<file path="config.mk">
export PLATFORM = sky130hd
export DESIGN_NAME = ddr_wr_burst_ctrl
export DESIGN_NICKNAME = d
export VERILOG_FILES = /design/src/rtl/ddr_wr_burst_ctrl.sv
export SDC_FILE = /design/constraint.sdc
export NUM_CORES = 1
export LEC_CHECK = 0
export BUFFER_PORTS_ARGS = -buffer_cell sky130_fd_sc_hd__buf_4
export CELL_PAD_IN_SITES_DETAIL_PLACEMENT = 0
export CELL_PAD_IN_SITES_GLOBAL_PLACEMENT = 2
export CORE_AREA = 3 3 241 243
export CTS_BUF_LIST = sky130_fd_sc_hd__clkbuf_8
export DETAILED_ROUTE_END_ITERATION = 7
export DIE_AREA = 0 0 244 246
export GPL_TIMING_DRIVEN = 0
export PLACE_DENSITY = 0.61
export SYNTH_ARGS = -nofsm -noshare
export SYNTH_HDL_FRONTEND = slang
export SYNTH_SLANG_ARGS = --single-unit
</file>
<file path="constraint.sdc">
create_clock -name clk -period 3.28 [get_ports clk]
set_input_delay 0.164 -clock clk [delete_from_list [all_inputs] [get_ports clk]]
set_output_delay 0.164 -clock clk [all_outputs]
set_load 0.005 [all_outputs]
</file>
<file path="src/rtl/ddr_wr_burst_ctrl.sv">
// ddr_wr_burst_ctrl
//   Write-side burst scheduler. It sits between the read port of the write
//   FIFO and the AXI write channels of the DDR controller. When enough beats
//   are buffered it issues one AXI INCR burst and drains the FIFO under
//   wready backpressure. It walks a linear frame buffer, given as a base
//   address and a frame length in beats, and wraps to the base at frame end.
//   The whole block runs in the FIFO read-clock (DDR user) domain.
//
//   Optional feature: WR_BURST_TIMEOUT_EN. When this macro is defined, a
//   partial burst is flushed after TIMEOUT_CYC idle cycles.
//
// Ports
//   clk, rst              single clock; asynchronous active-high reset
//   enable                allow new bursts (looked at only while idle)
//   cfg_base_addr         frame base byte address, beat aligned
//   cfg_frame_beats       frame length in beats (0 = never start)
//   fifo_rd_*             prefetch FIFO read port (head data valid while !empty)
//   aw*, w*, b*           AXI write address / data / response channels
//   busy                  high in any state other than IDLE
//   frame_done            one-cycle pulse when the last burst of a frame is acked
//   dbg_state             current FSM state, for observation
//
// Handshakes: a transfer happens on a cycle where valid and ready are both
// high. Once valid is raised it stays high, with stable payload, until that
// transfer cycle.
module ddr_wr_burst_ctrl #(
  parameter int DATA_WIDTH  = 256,
  parameter int LEVEL_WIDTH = 8,
  parameter int ADDR_WIDTH  = 28,
  parameter int BURST_LEN   = 16,
  parameter int FRAME_WIDTH = 20
`ifdef WR_BURST_TIMEOUT_EN
  , parameter int TIMEOUT_CYC = 256
`endif
) (
  input  logic                   clk,
  input  logic                   rst,
  input  logic                   enable,
  input  logic [ADDR_WIDTH-1:0]  cfg_base_addr,
  input  logic [FRAME_WIDTH-1:0] cfg_frame_beats,
  output logic                   fifo_rd_en,
  input  logic [DATA_WIDTH-1:0]  fifo_rd_data,
  input  logic                   fifo_rd_empty,
  input  logic [LEVEL_WIDTH-1:0] fifo_rd_water_level,
  output logic [ADDR_WIDTH-1:0]  awaddr,
  output logic [7:0]             awlen,
  output logic                   awvalid,
  input  logic                   awready,
  output logic [DATA_WIDTH-1:0]  wdata,
  output logic                   wvalid,
  output logic                   wlast,
  input  logic                   wready,
  input  logic                   bvalid,
  output logic                   bready,
  output logic                   busy,
  output logic                   frame_done,
  output logic [1:0]             dbg_state
);

  localparam int LEN_W = 9;              // holds burst lengths 1..256
  localparam int BYTES = DATA_WIDTH / 8;

  typedef enum logic [1:0] {
    S_IDLE = 2'd0,
    S_ADDR = 2'd1,
    S_DATA = 2'd2,
    S_RESP = 2'd3
  } state_t;

  state_t                 state_q;
  logic                   frame_active_q;
  logic [ADDR_WIDTH-1:0]  addr_q;
  logic [FRAME_WIDTH-1:0] beats_left_q;
  logic [LEN_W-1:0]       len_q;
  logic [LEN_W-1:0]       beat_cnt_q;
  logic                   awvalid_q;
  logic [ADDR_WIDTH-1:0]  awaddr_q;
  logic [7:0]             awlen_q;
  logic                   wvalid_q;
  logic                   bready_q;
  logic                   busy_q;
  logic                   frame_done_q;

  // Launch decision, evaluated every cycle and used only in IDLE.
  logic [LEN_W-1:0] full_len;
  logic [LEN_W-1:0] launch_len;
  logic             launch_full;
  logic             launch_go;

`ifdef WR_BURST_TIMEOUT_EN
  localparam int TO_W = $clog2(TIMEOUT_CYC + 1);
  logic [TO_W-1:0] to_cnt_q;
  logic            partial;
`endif

  always_comb begin
    // A burst is BURST_LEN beats, or whatever is left at the frame tail.
    if (beats_left_q >= FRAME_WIDTH'(BURST_LEN)) begin
      full_len = LEN_W'(BURST_LEN);
    end else begin
      full_len = LEN_W'(beats_left_q);
    end
    launch_full = (32'(fifo_rd_water_level) >= 32'(full_len));
    launch_go   = launch_full;
    launch_len  = full_len;
`ifdef WR_BURST_TIMEOUT_EN
    partial = (fifo_rd_water_level != '0) && !launch_full;
    if (partial && (to_cnt_q == TO_W'(TIMEOUT_CYC))) begin
      // Flush whatever is buffered as a short burst.
      launch_go  = 1'b1;
      launch_len = LEN_W'(fifo_rd_water_level);
    end
`endif
  end

  always_ff @(posedge clk or posedge rst) begin
    if (rst) begin
      state_q        <= S_IDLE;
      frame_active_q <= 1'b0;
      addr_q         <= '0;
      beats_left_q   <= '0;
      len_q          <= '0;
      beat_cnt_q     <= '0;
      awvalid_q      <= 1'b0;
      awaddr_q       <= '0;
      awlen_q        <= '0;
      wvalid_q       <= 1'b0;
      bready_q       <= 1'b0;
      busy_q         <= 1'b0;
      frame_done_q   <= 1'b0;
`ifdef WR_BURST_TIMEOUT_EN
      to_cnt_q       <= '0;
`endif
    end else begin
      frame_done_q <= 1'b0;
`ifdef WR_BURST_TIMEOUT_EN
      // The counter clears on every cycle where it does not count, so a
      // launch clears it as well.
      if ((state_q == S_IDLE) && frame_active_q && enable && partial && !launch_go) begin
        to_cnt_q <= to_cnt_q + 1'b1;
      end else begin
        to_cnt_q <= '0;
      end
`endif
      case (state_q)
        S_IDLE: begin
          if (enable) begin
            if (!frame_active_q) begin
              // Frame load takes a cycle of its own and issues no burst.
              if (cfg_frame_beats != '0) begin
                addr_q         <= cfg_base_addr;
                beats_left_q   <= cfg_frame_beats;
                frame_active_q <= 1'b1;
              end
            end else if (launch_go) begin
              len_q     <= launch_len;
              awaddr_q  <= addr_q;
              awlen_q   <= 8'(launch_len - 1'b1);
              awvalid_q <= 1'b1;
              busy_q    <= 1'b1;
              state_q   <= S_ADDR;
            end
          end
        end
        S_ADDR: begin
          if (awready) begin
            awvalid_q  <= 1'b0;
            wvalid_q   <= 1'b1;
            beat_cnt_q <= '0;
            state_q    <= S_DATA;
          end
        end
        S_DATA: begin
          if (wready) begin
            beat_cnt_q <= beat_cnt_q + 1'b1;
            if (beat_cnt_q == (len_q - 1'b1)) begin
              wvalid_q <= 1'b0;
              bready_q <= 1'b1;
              state_q  <= S_RESP;
            end
          end
        end
        S_RESP: begin
          if (bvalid) begin
            bready_q     <= 1'b0;
            busy_q       <= 1'b0;
            addr_q       <= addr_q + (ADDR_WIDTH'(len_q) * ADDR_WIDTH'(BYTES));
            beats_left_q <= beats_left_q - FRAME_WIDTH'(len_q);
            if (beats_left_q == FRAME_WIDTH'(len_q)) begin
              // Clearing frame_active makes the next frame reload the config.
              frame_done_q   <= 1'b1;
              frame_active_q <= 1'b0;
            end
            state_q <= S_IDLE;
          end
        end
        default: state_q <= S_IDLE;
      endcase
    end
  end

  // Data passes straight from the FIFO head. The empty term is defensive
  // only: launch guarantees len beats are buffered before DATA is entered.
  assign fifo_rd_en = wvalid_q & wready & ~fifo_rd_empty;
  assign wdata      = wvalid_q ? fifo_rd_data : '0;
  assign wlast      = wvalid_q & (beat_cnt_q == (len_q - 1'b1));
  assign awvalid    = awvalid_q;
  assign awaddr     = awaddr_q;
  assign awlen      = awlen_q;
  assign wvalid     = wvalid_q;
  assign bready     = bready_q;
  assign busy       = busy_q;
  assign frame_done = frame_done_q;
  assign dbg_state  = state_q;

endmodule

</file>
* After elaboration in Yosys (flattened, before gate mapping) *
Cells that the tools add are included.

cells by class
  multiplexer cells = 46
  reductions and logical operators = 15
  eq/ne operators = 15
  bitwise gates (word level) = 4
  magnitude comparators = 2
  $add $sub $neg = 5

operators by type and width
  kind                                                                                  number
  256-bit two-way mux                                                                   1
  28-bit two-way mux                                                                    4
  20-bit two-way mux                                                                    4
  28-bit one-hot mux with 2 select lines                                                1
  20-bit one-hot mux with 2 select lines                                                1
  28-bit by 14-bit adder with 28-bit output                                             1
  9-bit two-way mux                                                                     3
  20-bit by 9-bit equality test with 1-bit output                                       1
  20-bit by 5-bit greater-or-equal comparator with 1-bit output, second input constant  1
  2-bit inequality test, second input constant                                          10
  20-bit nonzero test                                                                   1
  20-bit by 9-bit subtractor with 20-bit output                                         1
  1-bit two-way mux                                                                     18
  9-bit one-hot mux with 2 select lines                                                 1
  4-bit AND reduction                                                                   4
  5-bit AND reduction                                                                   3
  2-bit two-way mux                                                                     7
  1-bit one-hot mux with 2 select lines                                                 5
  9-bit by 1-bit adder with 9-bit output, second input constant                         1
  9-bit equality test                                                                   1
  8-bit by 9-bit greater-or-equal comparator with 1-bit output                          1
  9-bit by 1-bit subtractor with 9-bit output, second input constant                    1
  2-bit one-hot mux with 4 select lines                                                 1
  2-bit nonzero test                                                                    4
  other kinds (8)                                                                       11

word-level totals
  bits in registers = 110
  word-level logic and storage cells = 100
  bits of input ports = 319

* Longest topological paths before layout *
  word-level depth = 7
  gate-level depth with buffers = 16
  depth with buffers taken out = 14

* Worst setup path after synthesis *
OpenSTA, ideal clock, no wires.

  path kind = reg2reg
  start = register beats_left_q[14]
  end = register awaddr_q[14], in the netlist awaddr[14]
  cell stages (with the launch flop) = 16
  data required time = 3.215 ns
  path slack = -0.047 ns
  buffers on the path = 2
  arrival = 3.261 ns
  cells stage by stage = dfrtp_1 > nor3_1 > nor4b_2 > nand3b_1 > nor3_2 > nand2_1 > ha_1 > nand2_1 > o21ai_0 > a21oi_1 > nor2_1 > and2_1 > clkbuf_1 > clkbuf_1 > nand2_1 > nand2_1

between the ends
  word-level cells in the longest chain between the ends = 4

ends and longest elaborated chain
  item                                                           line  source
  from (decl)                                                    73    logic [FRAME_WIDTH-1:0] beats_left_q;
  from (signal assigned)                                         152   beats_left_q <= cfg_frame_beats;
  from (signal assigned)                                         188   beats_left_q <= beats_left_q - FRAME_WIDTH'(len_q);
  20-bit by 5-bit greater-or-equal comparator with 1-bit output  98    if (beats_left_q >= FRAME_WIDTH'(BURST_LEN)) begin
  9-bit two-way mux                                              98
  8-bit by 9-bit greater-or-equal comparator with 1-bit output   103   launch_full = (32'(fifo_rd_water_level) >= 32'(full_len));
  4-bit AND reduction (no line)                                  --
  to (signal assigned)                                           157   awaddr_q <= addr_q;
  to (decl)                                                      77    logic [ADDR_WIDTH-1:0] awaddr_q;

Every way passes these cells.
A chain may end at the register's enable or synchronous reset.

* Worst setup path after layout *
  start = register beats_left_q[12]
  end = register state_q[1], in the netlist dbg_state[1]

between the ends
  word-level cells in the longest chain between the ends = 5

ends and longest elaborated chain
  item                                                           line  source
  20-bit by 5-bit greater-or-equal comparator with 1-bit output  98
  9-bit two-way mux                                              98
  8-bit by 9-bit greater-or-equal comparator with 1-bit output   103
  2-bit inequality test (no line)                                --
  7-bit AND reduction (no line)                                  --
  to (signal assigned)                                           118   state_q <= S_IDLE;
  to (signal assigned)                                           161   state_q <= S_ADDR;
  to (signal assigned)                                           170   state_q <= S_DATA;
  to (decl)                                                      70    state_t state_q;

Every way passes these cells.

==> flow_summary.toml <==
[run_status]
status = "complete, no violations"

[placement]
place_ws_ns = -1.83
port-buffer-count = 619
postPlaceCellArea_mm2 = 0.0140
routabilityCongestion = 0.975
dp_hpwl_um = 67200
dpl.cell_count = 2431

[critical_path]
cp-start-kind = "register"
critPathArrivalTime_ns = 3.48
worst-setup-path-type = "register to register"
end_kind = "register"
cp_max_fo = 5
cp_data_required_time_ns = 3.59

[power]
combPwrFrac_pct = 58.9
p_seq_share_pct = 28.5
p_per_area_mw_per_mm2 = 546
switching_share_pct = 47.3
switchingPower_uw = 3870
p_int_uw = 4310
p_leak_uw = 0.00717
clockPowerShare_pct = 12.5
ir_worst_vdd_uv = 269

[sta]
worst_slack_ns = 0.116
fmax_mhz = 316
finalSetupViolations = 0
finalCritPeriodShare_pct = 96.5
tightest_slew_ns = 1.03
relSlewSlack_pct = 29.6
final_max_slew_viol_count = 0
period_needed_ns = 3.16
final.setup_skew_ns = 0.0173
hold_viol_final = 0

[die]
die_x_um = 244
row_count = 87
core-area_mm2 = 0.0562
start_util_pct = 14.9
die_h_um = 246
die_area_mm2 = 0.0600
ioPinCount = 620

[clock_tree]
cts_tree = "built"
root_buffer = "clkbuf_8"
ctsHtreeMaxLevel = 3
cts.sinks = 110
cts_max_path_buffers = 2
clk_latency_ns = 0.43
cts.clk_slew.worst_paths_ns = 0.12
cts_buffers = 9

[global_route]
grt_first_pass_wirelength_um = 99700
grt_max_degree = 70
grt_overflow = 0
first_global_vias = 10900
track_usage_pct = 24.3
antenna_found_initial = 4

[detailed_routing]
ant_nets = 0
drtPass1Iterations = 7
wirelength_um = 77100
drtIter0Drc = 591
via_per_inst = 4.36
vias = 10800
drt_drc_violations_left = 0
wl_per_cell_um = 31.1

[logic_synthesis]
ys_seq_area_share_pct = 32.9
synth_area_mm2 = 0.00838
yosys_most_used_dff = "dfrtp_1"
syn_avg_cell_area_um2 = 7.96
synth_cells = 1053
synth_edf_count = 0
async_flop_share_pct = 100
synth.distinct_cells = 77
synth_area_leader_cell = "dfrtp_1"
yosys_register_bits = 110
synth.area.top_cells = "dfrtp_1 33%, and2_1 19%, nand2_1 6.9%"
yosysTopAreaCellShare_pct = 32.9
yosysWarnings = 0

[cells_and_area]
drive_above_1_share_pct = 44.5
finalNetCount = 2071
fin_area_mm2 = 0.0150
instances_no_fill = 2480
syn_to_final_growth_pct = 78.8

[min_path]
min_path_type = "input pin to register"

[run]
max_cap_viol_count = 0
## path summary, 6_finish.rpt
kind / startpoint / cells after the start / slack (ns) / endpoint
worst max-delay path: beats_left_q[12] / 14 / 0.12 / dbg_state[1]
worst min-delay path: cfg_frame_beats[3] / 3 / 0.04 / beats_left_q[3]
worst max register to register: beats_left_q[12] / 14 / 0.12 / dbg_state[1]
worst min register to register: awaddr[11] / 2 / 0.48 / awaddr[11]
max in group asynchronous: rst / 4 / 2.25 / addr_q[10]
min in group asynchronous: rst / 3 / 0.29 / addr_q[4]
## sequential cells by signal, indices dropped and copies added (netlist names), 2 cells and up
signal	cells
addr_q	28
awaddr	28
awlen	8
beat_cnt_q	9
beats_left_q	20
dbg_state	2
len_q	9
## timing repair
item / 4_1_cts / 5_1_grt
resized for setup: 42 / 102
endpoints found under the hold margin: 46 / 0
pin swaps: 5 / 42
hold buffers: 6 / 0
buffers inserted: 9 / 14
gates cloned: 0 / 3
endpoints found under the setup margin: 74 / 69
## routing by layer
| layer | GRT usage (%) | routed length [um] | vias up |
|---|---|---|---|
| li1 | - | - | 4907 |
| met1 | 29.5 | 32000 | 5444 |
| met2 | 40.6 | 36100 | 410 |
| met3 | 10.6 | 7940 | 43 |
| met4 | 4.00 | 1090 | 2 |
| met5 | 0 | 13 | - |
## kinds of logic after synthesis
family	count (synthesis)	share of synthesized area, %
multiplexers	13	1.72
flip-flops	110	32.9
AO/OA/AOI/OAI	188	14.8
other	1	0.0448
adder cells (fa/ha/maj)	36	5.55
buffers and inverters	91	4.36
XOR/XNOR	23	2.40
AND/OR/NAND/NOR	591	38.3
## layout make-up
class,instances,area (um2)
Fill cell,6297,41200
Multi-Input combinational cell,854,5580
Timing Repair Buffer,651,5000
Sequential cell,110,2760
Tap cell,756,946
Buffer,65,365
Clock buffer,10,138
Inverter,25,98.8
Clock inverter,6,86.3
Antenna cell,3,7.51
## cells in the final DEF, fill, tap and decap left out, types with 10 or more instances in the layout
cell type	n
buf_4	633
and2_1	257
nand2_1	125
dfrtp_1	106
a21oi_1	49
clkbuf_1	46
nor2_1	44
o21ai_0	33
ha_1	29
nor3_1	26
inv_1	23
nand2_2	22
nand3_1	20
and3_1	16
buf_6	13
a21o_1	13
xnor2_1	12
xor2_1	11
clkbuf_8	11
nor2b_1	10
nand4_1	10
## through the flow
| step | TNS (ns) | hold slack (ns) | total power [uW] | util [%] |
|---|---|---|---|---|
| after floorplan | 0 | 0.316 | 4600 | - |
| after detailed placement | -73.86 | 0.224 | 6840 | 25.0 |
| after global placement | -264.52 | 0.398 | 6820 | 24.9 |
| final | 0 | 0.0409 | 8180 | 26.7 |
| after CTS | 0 | 0.0240 | 8050 | 25.8 |
| after global routing | -0.0841 | 0.0550 | 8730 | 26.7 |
## worst max-delay path: stages (launching register included)
cell and delay [ns]:
dfrtp_2 0.47, nor3_4 0.19, nor4b_4 0.25, nand3b_1 0.21, nor3_4 0.21, buf_6 0.15, nand2_2 0.10, ha_4 0.30
nand2_2 0.05, o21ai_2 0.17, a21oi_4 0.09, o21ai_0 0.20, nand3_1 0.12, a21oi_1 0.19, mux2_2 0.35
## cell usage after synthesis (7+ instances only)
cell	count
a21o_1	13
nor2b_1	11
mux2_2	7
clkbuf_1	59
nand2_1	154
o21a_1	7
nand4_1	10
nand3_1	20
a22o_1	9
and3_1	16
xor2_1	11
inv_1	24
dfrtp_1	110
nor3_1	27
a21oi_1	53
xnor2_1	12
nand2b_1	9
a31oi_1	9
and2_1	258
a211oi_1	7
nor4_1	8
o21ai_0	40
nor2_1	49
ha_1	34
## power groups by stage
stage,combinational [uW],sequential (uW),clock (uW)
after global routing,5250,2390,1090
after detailed placement,4520,2310,0
after CTS,4690,2310,1050
final,4820,2330,1030
after floorplan,2440,2160,0
after global placement,4520,2300,0
(Power assumes the default switching activity.)
